## src/rtl/seg_scan_ctrl.sv

```systemverilog
// Multiplexed 7-segment scan controller: walks NDIG digit slots with guard gaps,
// double-buffers BCD data and swaps it in only at frame boundaries.
module seg_scan_ctrl #(
    parameter int NDIG     = 4,
    parameter int DIV_W    = 10,
    parameter int GUARD    = 2,
    parameter bit BLANK_LZ = 1'b1
) (
    input  logic              clk,
    input  logic              rst_n,
    input  logic              ena,
    input  logic              load,
    input  logic [4*NDIG-1:0] bcd_in,
    output logic [3:0]        bcd_out,
    output logic              blank,
    output logic [NDIG-1:0]   dig_en,
    output logic              frame_done,
    output logic              upd_done
);
    localparam int IW = (NDIG > 1) ? $clog2(NDIG) : 1;

    localparam logic [1:0] S_IDLE  = 2'd0;
    localparam logic [1:0] S_SCAN  = 2'd1;
    localparam logic [1:0] S_GUARD = 2'd2;

    logic [1:0]        state_q, state_d;
    logic [IW-1:0]     idx_q, idx_d;
    logic [DIV_W-1:0]  pre_q, pre_d;
    logic [3:0]        gcnt_q, gcnt_d;
    logic [4*NDIG-1:0] disp_q, disp_d;
    logic [4*NDIG-1:0] pend_q, pend_d;
    logic              pvld_q, pvld_d;

    logic [3:0]        bcd_out_q, bcd_out_d;
    logic              blank_q, blank_d;
    logic [NDIG-1:0]   dig_en_q, dig_en_d;
    logic              frame_done_q, upd_done_q, upd_d;

    logic              boundary;
    logic [3:0]        cur;
    logic              nz_above, lz;

    always_comb begin
        state_d  = state_q;
        idx_d    = idx_q;
        pre_d    = pre_q;
        gcnt_d   = gcnt_q;
        boundary = 1'b0;
        if (!ena) begin
            state_d = S_IDLE;
            idx_d   = '0;
            pre_d   = '0;
            gcnt_d  = '0;
        end else begin
            case (state_q)
                S_IDLE: begin
                    state_d  = S_SCAN;
                    idx_d    = '0;
                    pre_d    = '0;
                    boundary = 1'b1;
                end
                S_SCAN: begin
                    if (pre_q == '1) begin
                        state_d = S_GUARD;
                        pre_d   = '0;
                        gcnt_d  = '0;
                    end else begin
                        pre_d = pre_q + 1'b1;
                    end
                end
                S_GUARD: begin
                    if (gcnt_q == 4'(GUARD - 1)) begin
                        state_d = S_SCAN;
                        pre_d   = '0;
                        if (idx_q == IW'(NDIG - 1)) begin
                            idx_d    = '0;
                            boundary = 1'b1;
                        end else begin
                            idx_d = idx_q + 1'b1;
                        end
                    end else begin
                        gcnt_d = gcnt_q + 1'b1;
                    end
                end
                default: begin
                    state_d = S_IDLE;
                    idx_d   = '0;
                    pre_d   = '0;
                    gcnt_d  = '0;
                end
            endcase
        end
    end

    // A load landing on the boundary cycle goes straight to the display register.
    always_comb begin
        disp_d = disp_q;
        pend_d = pend_q;
        pvld_d = pvld_q;
        upd_d  = 1'b0;
        if (boundary && load) begin
            disp_d = bcd_in;
            pend_d = bcd_in;
            pvld_d = 1'b0;
            upd_d  = 1'b1;
        end else begin
            if (boundary && pvld_q) begin
                disp_d = pend_q;
                pvld_d = 1'b0;
                upd_d  = 1'b1;
            end
            if (load) begin
                pend_d = bcd_in;
                pvld_d = 1'b1;
            end
        end
    end

    // Outputs are computed from next-state values so the registers track the FSM exactly.
    always_comb begin
        cur      = disp_d[{idx_d, 2'b00} +: 4];
        nz_above = 1'b0;
        for (int j = 0; j < NDIG; j++) begin
            if (j >= int'(idx_d) && disp_d[4*j +: 4] != 4'd0) nz_above = 1'b1;
        end
        lz = BLANK_LZ && (idx_d != '0) && !nz_above;
        if (state_d == S_SCAN) begin
            dig_en_d  = NDIG'(1) << idx_d;
            bcd_out_d = cur;
            blank_d   = (cur > 4'd9) || lz;
        end else begin
            dig_en_d  = '0;
            bcd_out_d = 4'd0;
            blank_d   = 1'b1;
        end
    end

    always_ff @(posedge clk or negedge rst_n) begin
        if (!rst_n) begin
            state_q      <= S_IDLE;
            idx_q        <= '0;
            pre_q        <= '0;
            gcnt_q       <= '0;
            disp_q       <= '0;
            pend_q       <= '0;
            pvld_q       <= 1'b0;
            bcd_out_q    <= 4'd0;
            blank_q      <= 1'b1;
            dig_en_q     <= '0;
            frame_done_q <= 1'b0;
            upd_done_q   <= 1'b0;
        end else begin
            state_q      <= state_d;
            idx_q        <= idx_d;
            pre_q        <= pre_d;
            gcnt_q       <= gcnt_d;
            disp_q       <= disp_d;
            pend_q       <= pend_d;
            pvld_q       <= pvld_d;
            bcd_out_q    <= bcd_out_d;
            blank_q      <= blank_d;
            dig_en_q     <= dig_en_d;
            frame_done_q <= boundary;
            upd_done_q   <= upd_d;
        end
    end

    assign bcd_out    = bcd_out_q;
    assign blank      = blank_q;
    assign dig_en     = dig_en_q;
    assign frame_done = frame_done_q;
    assign upd_done   = upd_done_q;
endmodule

```

## config.mk

```make
export PLATFORM = sky130hd
export DESIGN_NAME = seg_scan_ctrl
export DESIGN_NICKNAME = d
export VERILOG_FILES = /design/src/rtl/seg_scan_ctrl.sv
export SDC_FILE = /design/constraint.sdc
export NUM_CORES = 1
export LEC_CHECK = 0
export CORE_UTILIZATION = 45
export CTS_CLUSTER_SIZE = 40
export DETAILED_ROUTE_END_ITERATION = 12
export DONT_BUFFER_PORTS = 1
export HOLD_SLACK_MARGIN = 0.12
export PLACE_DENSITY = 0.61
export SLEW_MARGIN = 5
export SYNTH_ARGS = -nofsm -noshare
export SYNTH_HDL_FRONTEND = slang
export SYNTH_SLANG_ARGS = --single-unit
```

## constraint.sdc

```tcl
create_clock -name clk -period 2.8 [get_ports clk]
set_clock_uncertainty 0.1 [all_clocks]
set_input_delay 0.42 -clock clk [delete_from_list [all_inputs] [get_ports clk]]
set_output_delay 0.42 -clock clk [all_outputs]
set_load 0.05 [all_outputs]
```

==> results of run 1 <==
## flip-flops by register name, summed over array words and instances, names as in the netlist, 2 cells and up
signal   count
disp_q      16
pend_q      16
pre_q       10
bcd_out      4
dig_en       4
gcnt_q       4
idx_q        2
state_q      2
## layout make-up
cell class / instances / area, sq um
repair buffers: 29 / 289
inverters: 11 / 43.8
fillers: 566 / 2860
multi-input cells: 207 / 1470
clock inverters: 5 / 52.6
clock buffers: 11 / 131
well taps: 77 / 96.3
flip-flops and latches: 62 / 1550
## timing repair
| item | in CTS | in global routing |
|---|---|---|
| endpoints found under the hold margin | 77 | 3 |
| hold buffers | 13 | 2 |
| resized for setup | 0 | 13 |
| buffers inserted | 0 | 3 |
| setup endpoints to repair | 0 | 3 |
## per-stage QoR
stage | util | setup WS [ns] | instance area, sq um
after floorplan | - | 0.338 | 3080
after global placement | 0.493 | 0.103 | 3200
after detailed placement | 0.493 | 0.0638 | 3200
after CTS | 0.544 | 0.0617 | 3530
after global routing | 0.560 | 0.0109 | 3640
final | 0.560 | 0.168 | 3640
## layout by cell type (no fill, tap or decap), types with 2 or more instances in the layout
master,count
sky130_fd_sc_hd__o41ai_1,2
sky130_fd_sc_hd__ha_1,6
sky130_fd_sc_hd__mux2_2,16
sky130_fd_sc_hd__nor4_1,4
sky130_fd_sc_hd__o21ai_1,3
sky130_fd_sc_hd__a32oi_1,8
sky130_fd_sc_hd__nand2_1,33
sky130_fd_sc_hd__a31oi_1,5
sky130_fd_sc_hd__a221o_1,2
sky130_fd_sc_hd__clkbuf_8,9
sky130_fd_sc_hd__clkbuf_1,2
sky130_fd_sc_hd__nor2_1,18
sky130_fd_sc_hd__a21o_1,6
sky130_fd_sc_hd__o211ai_1,2
sky130_fd_sc_hd__nor2b_1,7
sky130_fd_sc_hd__nand2b_1,2
sky130_fd_sc_hd__o21ai_0,17
sky130_fd_sc_hd__nor3_1,5
sky130_fd_sc_hd__mux2i_1,3
sky130_fd_sc_hd__dlygate4sd3_1,14
sky130_fd_sc_hd__a22oi_1,6
sky130_fd_sc_hd__or3_1,2
sky130_fd_sc_hd__o31ai_1,2
sky130_fd_sc_hd__buf_4,12
sky130_fd_sc_hd__dfrtp_1,60
sky130_fd_sc_hd__clkinv_2,3
sky130_fd_sc_hd__a21oi_1,2
sky130_fd_sc_hd__a32o_1,4
sky130_fd_sc_hd__o221ai_1,2
sky130_fd_sc_hd__inv_2,2
sky130_fd_sc_hd__and3_1,6
sky130_fd_sc_hd__ha_2,2
sky130_fd_sc_hd__nand3_1,19
sky130_fd_sc_hd__inv_1,8
## worst max path at each step
stage	end	start	cells past startpoint
2_1_floorplan	blank	state_q[0]	11
3_3_place_gp	blank	state_q[0]	10
3_5_place_dp	blank	state_q[0]	10
4_1_cts	blank	state_q[0]	10
5_1_grt	blank	gcnt_q[1]	11
6_report	blank	gcnt_q[1]	10
## synthesized netlist by cell type (2+ instances only)
library cell / instances / area share
sky130_fd_sc_hd__a21o_1: 6 / 0.015
sky130_fd_sc_hd__a21oi_1: 2 / 0.0032
sky130_fd_sc_hd__a221o_1: 2 / 0.0065
sky130_fd_sc_hd__a22oi_1: 6 / 0.015
sky130_fd_sc_hd__a31oi_1: 6 / 0.012
sky130_fd_sc_hd__a32o_1: 4 / 0.013
sky130_fd_sc_hd__a32oi_1: 8 / 0.023
sky130_fd_sc_hd__and3_1: 6 / 0.012
sky130_fd_sc_hd__buf_2: 3 / 0.0049
sky130_fd_sc_hd__buf_6: 2 / 0.0073
sky130_fd_sc_hd__clkbuf_1: 6 / 0.0073
sky130_fd_sc_hd__dfrtp_1: 61 / 0.50
sky130_fd_sc_hd__ha_1: 8 / 0.032
sky130_fd_sc_hd__inv_1: 8 / 0.0097
sky130_fd_sc_hd__inv_2: 2 / 0.0024
sky130_fd_sc_hd__mux2_2: 16 / 0.058
sky130_fd_sc_hd__mux2i_1: 3 / 0.0097
sky130_fd_sc_hd__nand2_1: 33 / 0.040
sky130_fd_sc_hd__nand2b_1: 2 / 0.0041
sky130_fd_sc_hd__nand3_1: 19 / 0.031
sky130_fd_sc_hd__nor2_1: 18 / 0.022
sky130_fd_sc_hd__nor2b_1: 7 / 0.014
sky130_fd_sc_hd__nor3_1: 5 / 0.0081
sky130_fd_sc_hd__nor3b_2: 2 / 0.0081
sky130_fd_sc_hd__nor4_1: 4 / 0.0081
sky130_fd_sc_hd__o211ai_1: 2 / 0.0049
sky130_fd_sc_hd__o21ai_0: 17 / 0.028
sky130_fd_sc_hd__o21ai_1: 3 / 0.0049
sky130_fd_sc_hd__o221ai_1: 2 / 0.0057
sky130_fd_sc_hd__o31ai_1: 2 / 0.0049
sky130_fd_sc_hd__o41ai_1: 2 / 0.0057
sky130_fd_sc_hd__or3_1: 2 / 0.0041
## routing by layer
layer	global-route usage	vias up	wire length (microns)
li1	-	1153	-
met4	0.0924	0	131
met1	0.313	1146	3410
met3	0.0629	13	468
met5	0	-	0
met2	0.302	84	3110
## cell families (layout without fill, tap and decap cells)
group / count (synthesis) / count (layout)
AO/OA/AOI/OAI: 76 / 76
adder cells (fa/ha/maj): 8 / 8
buffers and inverters: 24 / 56
flip-flops: 62 / 62
multiplexers: 19 / 19
AND/OR/NAND/NOR: 104 / 104
## worst max-delay path: stages, from the launching register on
cell	delay (ns)
sky130_fd_sc_hd__dfrtp_1	0.39
sky130_fd_sc_hd__inv_1	0.08
sky130_fd_sc_hd__ha_1	0.17
sky130_fd_sc_hd__or3b_4	0.41
sky130_fd_sc_hd__o21a_4	0.22
sky130_fd_sc_hd__buf_6	0.17
sky130_fd_sc_hd__a221oi_4	0.32
sky130_fd_sc_hd__inv_2	0.10
sky130_fd_sc_hd__o41ai_4	0.34
sky130_fd_sc_hd__o211ai_1	0.14
sky130_fd_sc_hd__o2111ai_1	0.11
## power by group
part | total (mW) | internal [mW] | switching (mW)
Clock | 0.756 | 0.407 | 0.349
Combinational | 0.755 | 0.332 | 0.424
Sequential | 1.33 | 1.09 | 0.243
==> impl_metrics.tcl, run 1 <==
set metrics [dict create \
    clk-insertion-delay-late_ns 0.35 \
    synthFlopType "sky130_fd_sc_hd__dfrtp_1" \
    row_count 29 \
    tritoncts_clock_tree "built" \
    critical_path.max_fanout 19 \
    run_status "complete, but fails checks" \
    irDropWorstVdd_uv 294 \
    holdWs_ns 0.133 \
    ys.warnings.count 0 \
    remaining_drc_errors 4 \
    final-hold-violation-count 0 \
    ys_seq_area_frac 0.504 \
    yosys_register_bits 62 \
    detailedPlacementHpwl_mm 4.67 \
    worst_ep_arrival_time_ns 2.79 \
    synth_simple_gate_area_share 0.169 \
    iteration_0_drc_markers 214 \
    maxClockFrequency_mhz 380 \
    hold-path-cell-count 1 \
    core_area_sq_um 6490 \
    synth_edf_count 0 \
    overflow 0 \
    slew_headroom 0.690 \
    synth_async_sr_flop_share 1.00 \
    post_drt_via_cell_ratio 5.96 \
    whs_endpoint "pend_q[0]" \
    power.leakage_nw 1.62 \
    drv_cap 0 \
    grt_pass1_vias 2316 \
    fraction_of_the_mapped_netlist_area_in_compound_gates 0.190 \
    number_of_pins_exceeding_their_max_slew_limit_in_the_final_report 0 \
    min_from "bcd_in[0]" \
    drt-wirelength-per-cell_microns 17.7 \
    synth-xor-area-share 0 \
    final_antenna_net_count 0 \
    report.power.total_mw 2.84 \
    layout-drive-gt1-share 0.200 \
    timing.reg2reg.setup_slack_ns 0.17 \
    worstReg2RegStart "gcnt_q[1]" \
    sort_of_element_at_the_start_of_the_critical_path "register" \
    floorplan.io_pins 31 \
    rsz0062_at_grt "no" \
    setup_tns_ns 0 \
    clk_pin_slew_ns 0.07 \
    initial_core_utilization 0.474 \
    worst_ep_required_time_ns 2.96 \
    die-height_microns 84.7 \
    post_synth_fa_ha_maj_area_fraction 0.0325 \
    antenna_cells_inserted 0 \
    mappedNetlistNets 321 \
    via_count_of_the_routed_design 2396 \
    cp-end-kind "register" \
    period_needed_ns 2.63 \
    holdCritPathClass "input port to register" \
    timing_worst_setup_path_type "register to register" \
    synthToLayoutAreaGrowth_pct 18.0 \
    die-area_sq_um 7180 \
    reg2reg_depth 10 \
    setup-violations-final 0 \
    powerDensity_nw_per_um2 781 \
    placement.io_buffers 0 \
    ys_types 56 \
    dp_cells 368 \
    reg2reg_to "blank" \
    tritoncts_num_sinks 62 \
    final.period_utilization 0.940 \
    floorplan.die.width_microns 84.7 \
    finalWeightedCongestion 0.846 \
    post_layout_nonfiller_instances 402 \
    nets 348 \
    syn-mean-instance-area_sq_um 10.5 \
    muxShareOfSynthArea 0.0682 \
    cts_htree_levels 3 \
    antenna_found_initial 0 \
    root_buffer "sky130_fd_sc_hd__clkbuf_8" \
    grt_pass1_wl_mm 11.7 \
    dr.pass1.iters 8 \
    grt_use_total 0.216 \
    cts_made_buffers 9 \
    grt_max_degree 63 \
    tightestPinTransition_ns 0.465 \
    failing_checks "DRC" \
    dominant_combinational_cell_family_by_area_after_synthesis "compound AO/OA/AOI/OAI gates" \
    syn-cell-area_sq_um 3080 \
    cts-root-to-sink-buffers 2 \
    drt_wl_total_mm 7.12 \
    synthesis.instances 293 \
]
No activity file was read; power rests on OpenSTA's default activity.
==> run 2: changes to the inputs <==
Settings changed: CORE_MARGIN set to 2.
Clock period 2.8 ns to 2.55 ns, I/O delays scaled along.
==> run 2 against run 1 <==
  * The flow now finishes without violations
  * Final area up 12%
  * Count of clock-buffer cells in the layout up 1
  * Sequential power up 9.8%
  * Largest power group unchanged
  * Core utilization up 4.7 points
  * Via count up 8.0%
  * Critical path depth unchanged
  * Total power up 21%
  * Setup slack worse by 0.10 ns
  * Critical endpoint unchanged
  * Maximum frequency up 5.9%
  * Largest cell class is now multi-input gates
==> impl_metrics.tcl, run 2 (synthesis results as in run 1) <==
set metrics [dict create \
    run_status "completed" \
    p_clk_frac 0.264 \
    nets 387 \
    floorplan.io_pins 31 \
    sequentialPowerShare 0.424 \
    internal_power_mw 2.22 \
    sort_of_element_at_the_start_of_the_critical_path "register" \
    timing.critical_path.cells "inv_2 > ha_4 > or3b_4 > o21a_4 > buf_4 > a221oi_4 > inv_2 > o41ai_2 > o211ai_1 > o2111ai_1" \
    antenna_cells_inserted 0 \
    dr.pass1.iters 4 \
    drt_wl_total_mm 7.68 \
    grt_use_total 0.220 \
    holdWs_ns 0.140 \
    post_drt_via_cell_ratio 5.83 \
    drv_cap 0 \
    sw_frac_of_total 0.354 \
    crit_top_cell "sky130_fd_sc_hd__inv_2" \
    combPwrFrac 0.312 \
    setup-violations-final 0 \
    crit_path_max_incr_delay_ns 0.39 \
    period_needed_ns 2.48 \
    grt.busiest_layer "met2" \
    slew_headroom 0.679 \
    timing_worst_setup_path_type "register to register" \
    via_count_of_the_routed_design 2588 \
    critical_path.max_fanout 6 \
    report.power.total_mw 3.44 \
    initial_core_utilization 0.458 \
    grt_pass1_vias 2630 \
    setup_tns_ns 0 \
    holdCritPathClass "input port to register" \
    row_count 30 \
    cts-root-to-sink-buffers 2 \
    met3_usage 0.0571 \
    grt_pass1_wl_mm 12.7 \
    clk-insertion-delay-late_ns 0.34 \
    root_buffer "sky130_fd_sc_hd__clkbuf_8" \
    iteration_0_drc_markers 166 \
    drt-wirelength-per-cell_microns 17.3 \
    tightestPinTransition_ns 0.481 \
    grt_use_met1 0.306 \
    cp-end-kind "register" \
    placement.io_buffers 0 \
    leading_cell_type_in_the_layout_fill_and_taps_excluded "sky130_fd_sc_hd__dfrtp_1" \
    final_antenna_net_count 0 \
    critical_path.top_delay_family "compound AO/OA/AOI/OAI gates" \
    remaining_drc_errors 0 \
    core_area_sq_um 6720 \
    final.period_utilization 0.974 \
    antenna_found_initial 0 \
    n_fill_cell 539 \
    powerDensity_nw_per_um2 844 \
    largestRegisters "disp_q x16, pend_q x16, pre_q x10" \
    globalRouteMet2Util 0.325 \
    rsz0062_at_grt "yes" \
    maxClockFrequency_mhz 402 \
    worst_ep_required_time_ns 2.71 \
    die-height_microns 86.7 \
    grt_max_degree 63 \
    cts_made_buffers 9 \
    commonest_cells_after_routing_fill_and_taps_aside "61 x sky130_fd_sc_hd__dfrtp_1, 37 x sky130_fd_sc_hd__buf_4, 32 x sky130_fd_sc_hd__nand2_1" \
    tritoncts_clock_tree "built" \
    final_core_utilization 0.606 \
    finalWeightedCongestion 0.885 \
    floorplan.die.width_microns 86.7 \
    layout-drive-gt1-share 0.294 \
    dp_cells 394 \
    clk_pin_slew_ns 0.07 \
    tritoncts_num_sinks 62 \
    number_of_pins_exceeding_their_max_slew_limit_in_the_final_report 0 \
    die-area_sq_um 7520 \
    worst_ep_arrival_time_ns 2.65 \
    power.switching_mw 1.22 \
    irDropWorstVdd_uv 384 \
    cts_htree_levels 3 \
    overflow 0 \
    power.leakage_nw 1.82 \
    post_layout_nonfiller_instances 444 \
    crit_buf_inv 3 \
    synthToLayoutAreaGrowth_pct 32.3 \
    final-hold-violation-count 0 \
    crit_path_max_delay_cell_type "sky130_fd_sc_hd__dfrtp_1" \
    detailedPlacementHpwl_mm 5.00 \
]
[run 2: changes by cell type in the layout (fill, tap and decap cells not counted), moves of 3 or more]
cell	before	now
sky130_fd_sc_hd__dlygate4sd3_1	14	26
sky130_fd_sc_hd__buf_4	12	37
sky130_fd_sc_hd__clkinv_2	3	0
sky130_fd_sc_hd__buf_6	1	4
[run 2: cell type report]
type	count	area, sq um	area share
Sequential cell	62	1550	0.381
Multi-Input combinational cell	207	1560	0.382
Tap cell	80	100	0.0246
Clock buffer	12	155	0.0381
Timing Repair Buffer	68	611	0.150
Clock inverter	4	53.8	0.0132
Inverter	11	43.8	0.0107
[run 2: timing repair]
| action | 4_1_cts | 5_1_grt |
|---|---|---|
| setup endpoints to repair | 4 | 4 |
| hold endpoints to repair | 86 | 0 |
| pin swaps | 8 | 15 |
| hold buffers | 27 | 0 |
| gates resized for setup | 14 | 21 |
| buffers inserted | 6 | 1 |
[run 2: path summary, 6_finish.rpt]
kind	start	endpoint	slack, ns	cells after the start
max in group asynchronous	rst_n	blank	1.59	2
worst min register to register	pend_q[3]	pend_q[3]	0.41	1
worst max-delay path	gcnt_q[1]	blank	0.07	10
worst min-delay path	ena	idx_q[1]	0.14	2
min in group asynchronous	rst_n	pend_q[9]	0.48	2
worst max register to register	gcnt_q[1]	blank	0.07	10
[run 2: worst register-to-register path: cells and delay by family (launching register included)]
kind / cells / cell delay (ns)
and+or+nand+nor: 1 / 0.38
DFF: 1 / 0.39
adders and majority gates: 1 / 0.13
AOI/OAI and AO/OA: 5 / 1.09
buffers and inverters: 3 / 0.30
[run 2: power groups by stage]
stage | combinational (mW) | clock (mW) | sequential [mW]
final | 1.07 | 0.906 | 1.46
after global routing | 1.18 | 0.964 | 1.48
after CTS | 0.970 | 0.930 | 1.45
after detailed placement | 0.834 | 0 | 1.47
after global placement | 0.819 | 0 | 1.46
after floorplan | 0.586 | 0 | 1.43
[run 2: metal layers]
metal	routed length [microns]	up-vias
met4	168	0
met1	3550	1249
met5	0	-
li1	-	1235
met3	462	18
met2	3500	86
[run 2: per-stage QoR]
stage	area [sq um]	worst slack [ns]
after global placement	3360	-0.0699
after global routing	4070	-0.0534
after floorplan	3080	0.0885
final	4070	0.0650
after CTS	3970	0.00756
after detailed placement	3360	-0.236
==> run 3: changes to the inputs <==
Clock period 2.55 ns to 2.5 ns, I/O delays scaled along.
==> run 3 against run 2 <==
  * The flow now finishes with violations (setup timing)
  * Global-route usage shrank 0.43 points
  * Cell count rose by 2.9%
  * Combinational power is 5% higher
  * Flip-flop and latch count stayed put
  * Critical endpoint unchanged
  * Count of clock-buffer cells in the layout unchanged
  * Worst hold slack hardly changed
  * Critical path depth unchanged
  * Non-clock buffer count is 13 higher
  * Clock power rose by 7.2%
  * First-iteration DRC count increased by 0.60%
  * Largest power group unchanged
  * Die area is the same
==> impl_metrics.tcl, run 3 (synthesis results as in run 1) <==
set metrics [dict create \
    maxClockFrequency_mhz 396 \
    overflow 0 \
    clk-insertion-delay-late_ns 0.34 \
    grt_max_degree 63 \
    dr.pass1.iters 4 \
    layout-drive-gt1-share 0.292 \
    slew_headroom 0.686 \
    core_area_sq_um 6720 \
    powerDensity_nw_per_um2 846 \
    commonest_cells_after_routing_fill_and_taps_aside "61 x sky130_fd_sc_hd__dfrtp_1, 41 x sky130_fd_sc_hd__buf_4, 34 x sky130_fd_sc_hd__dlygate4sd3_1" \
    detailedPlacementHpwl_mm 5.02 \
    initial_core_utilization 0.458 \
    drt_wl_total_mm 7.72 \
    grt_use_total 0.215 \
    number_of_pins_exceeding_their_max_slew_limit_in_the_final_report 0 \
    via_count_of_the_routed_design 2651 \
    synthToLayoutAreaGrowth_pct 37.5 \
    iteration_0_drc_markers 167 \
    period_needed_ns 2.53 \
    cts-root-to-sink-buffers 2 \
    critPathLaunch "gcnt_q[0]" \
    final.period_utilization 1.01 \
    antenna_found_initial 0 \
    setup_slack_ns -0.0270 \
    critical_path.max_fanout 6 \
    crit_buf_inv 2 \
    grt_pass1_vias 2557 \
    holdCritPathClass "input port to register" \
    timing.critical_path.cells "ha_4 > or3b_4 > o21a_4 > inv_6 > a32o_1 > a221oi_4 > clkinv_1 > o41ai_2 > o211ai_1 > o2111ai_1" \
    drt-wirelength-per-cell_microns 16.9 \
    critical_path.top_delay_family "compound AO/OA/AOI/OAI gates" \
    die-area_sq_um 7520 \
    crit_path_max_delay_cell_type "sky130_fd_sc_hd__dfrtp_1" \
    worstReg2RegStart "gcnt_q[0]" \
    leading_cell_type_in_the_layout_fill_and_taps_excluded "sky130_fd_sc_hd__dfrtp_1" \
    nets 400 \
    setup-violations-final 1 \
    n_fill_cell 530 \
    cts_made_buffers 9 \
    worst_ep_arrival_time_ns 2.68 \
    irDropWorstVdd_uv 419 \
    tritoncts_clock_tree "built" \
    finalWeightedCongestion 0.866 \
    drv_cap 0 \
    power.leakage_nw 1.88 \
    dp_cells 400 \
    crit_path_max_incr_delay_ns 0.42 \
    grt_pass1_wl_mm 12.4 \
    tightestPinTransition_ns 0.472 \
    sort_of_element_at_the_start_of_the_critical_path "register" \
    largestRegisters "disp_q x16, pend_q x16, pre_q x10" \
    floorplan.die.width_microns 86.7 \
    run_status "complete, but fails checks" \
    timing_worst_setup_path_type "register to register" \
    die-height_microns 86.7 \
    placement.io_buffers 0 \
    final-hold-violation-count 0 \
    cp-end-kind "register" \
    remaining_drc_errors 0 \
    final_core_utilization 0.630 \
    cts_htree_levels 3 \
    tritoncts_num_sinks 62 \
    row_count 30 \
    floorplan.io_pins 31 \
    clk_pin_slew_ns 0.07 \
    rsz0062_at_grt "yes" \
    failing_checks "setup timing" \
    antenna_cells_inserted 0 \
    final_antenna_net_count 0 \
    worst_ep_required_time_ns 2.66 \
    post_drt_via_cell_ratio 5.80 \
    post_layout_nonfiller_instances 457 \
    root_buffer "sky130_fd_sc_hd__clkbuf_8" \
    min_from "bcd_in[8]" \
]
## run 3: changes by cell type in the layout (fill, tap and decap cells not counted), sizes merged
cell / previous run / this run
dlygate4sd3: 26 / 34
buf: 42 / 47
clkinv: 0 / 2
inv: 12 / 10
bufinv: 1 / 2
clkinvlp: 2 / 1
## run 3: cell type report
type	count	area [sq um]	share of cell area
multi-input combinational	207	1580	0.373
sequential	62	1550	0.367
timing repair buffer	81	741	0.175
clock buffer	12	145	0.0343
tap	80	100	0.0236
clock inverter	4	72.6	0.0171
inverter	11	46.3	0.0109
## run 3: worst register-to-register path, delay by kind of cell (launching register included)
family / cells / cell delay, ns
DFF: 1 / 0.42
and+or+nand+nor: 1 / 0.23
AOI/OAI and AO/OA: 6 / 1.30
buffers and inverters: 2 / 0.22
adders and majority gates: 1 / 0.18
## run 3: worst paths after layout
kind                             end  slack (ns)  depth (start not counted)
setup / recovery               blank       -0.03                         10
setup reg to reg               blank       -0.03                         10
max in group asynchronous      blank        1.54                          2
hold / removal             disp_q[8]        0.14                          2
hold reg to reg             pre_q[9]        0.41                          1
min in group asynchronous  gcnt_q[3]        0.47                          2
## run 3: repair_timing
action	4_1_cts	5_1_grt
endpoints found under the hold margin	87	1
pin swaps	7	13
gates resized for setup	18	19
endpoints found under the setup margin	5	8
buffers inserted	2	4
hold buffers	34	1
## run 3: report_power, final
| group | internal (mW) | leakage [nW] | switching (mW) |
|---|---|---|---|
| Combinational | 0.553 | 0.991 | 0.569 |
| Sequential | 1.22 | 0.783 | 0.274 |
| Clock | 0.588 | 0.107 | 0.383 |
| Total | 2.36 | 1.88 | 1.23 |
## run 3: metrics by stage
step / setup TNS, ns / power, mW / cell area, sq um / setup slack, ns / hold slack (ns)
2_1_floorplan: 0 / 2.06 / 3080 / 0.0385 / -0.0206
3_3_place_gp: -0.175 / 2.37 / 3420 / -0.117 / -0.0186
3_5_place_dp: -0.407 / 2.39 / 3420 / -0.176 / -0.0185
4_1_cts: 0 / 3.50 / 4090 / 0.00427 / 0.134
5_1_grt: -0.204 / 3.78 / 4240 / -0.134 / 0.142
6_report: -0.0270 / 3.58 / 4240 / -0.0270 / 0.139
## run 3: layer usage
layer  share of wire  global-route usage  wire, microns  vias up
met2            0.45               0.300           3450       77
met5               0                   0              0        -
met3           0.052              0.0571            399       10
li1                -                   -              -     1251
met1            0.49               0.318           3770     1313
met4           0.012              0.0824             93        0
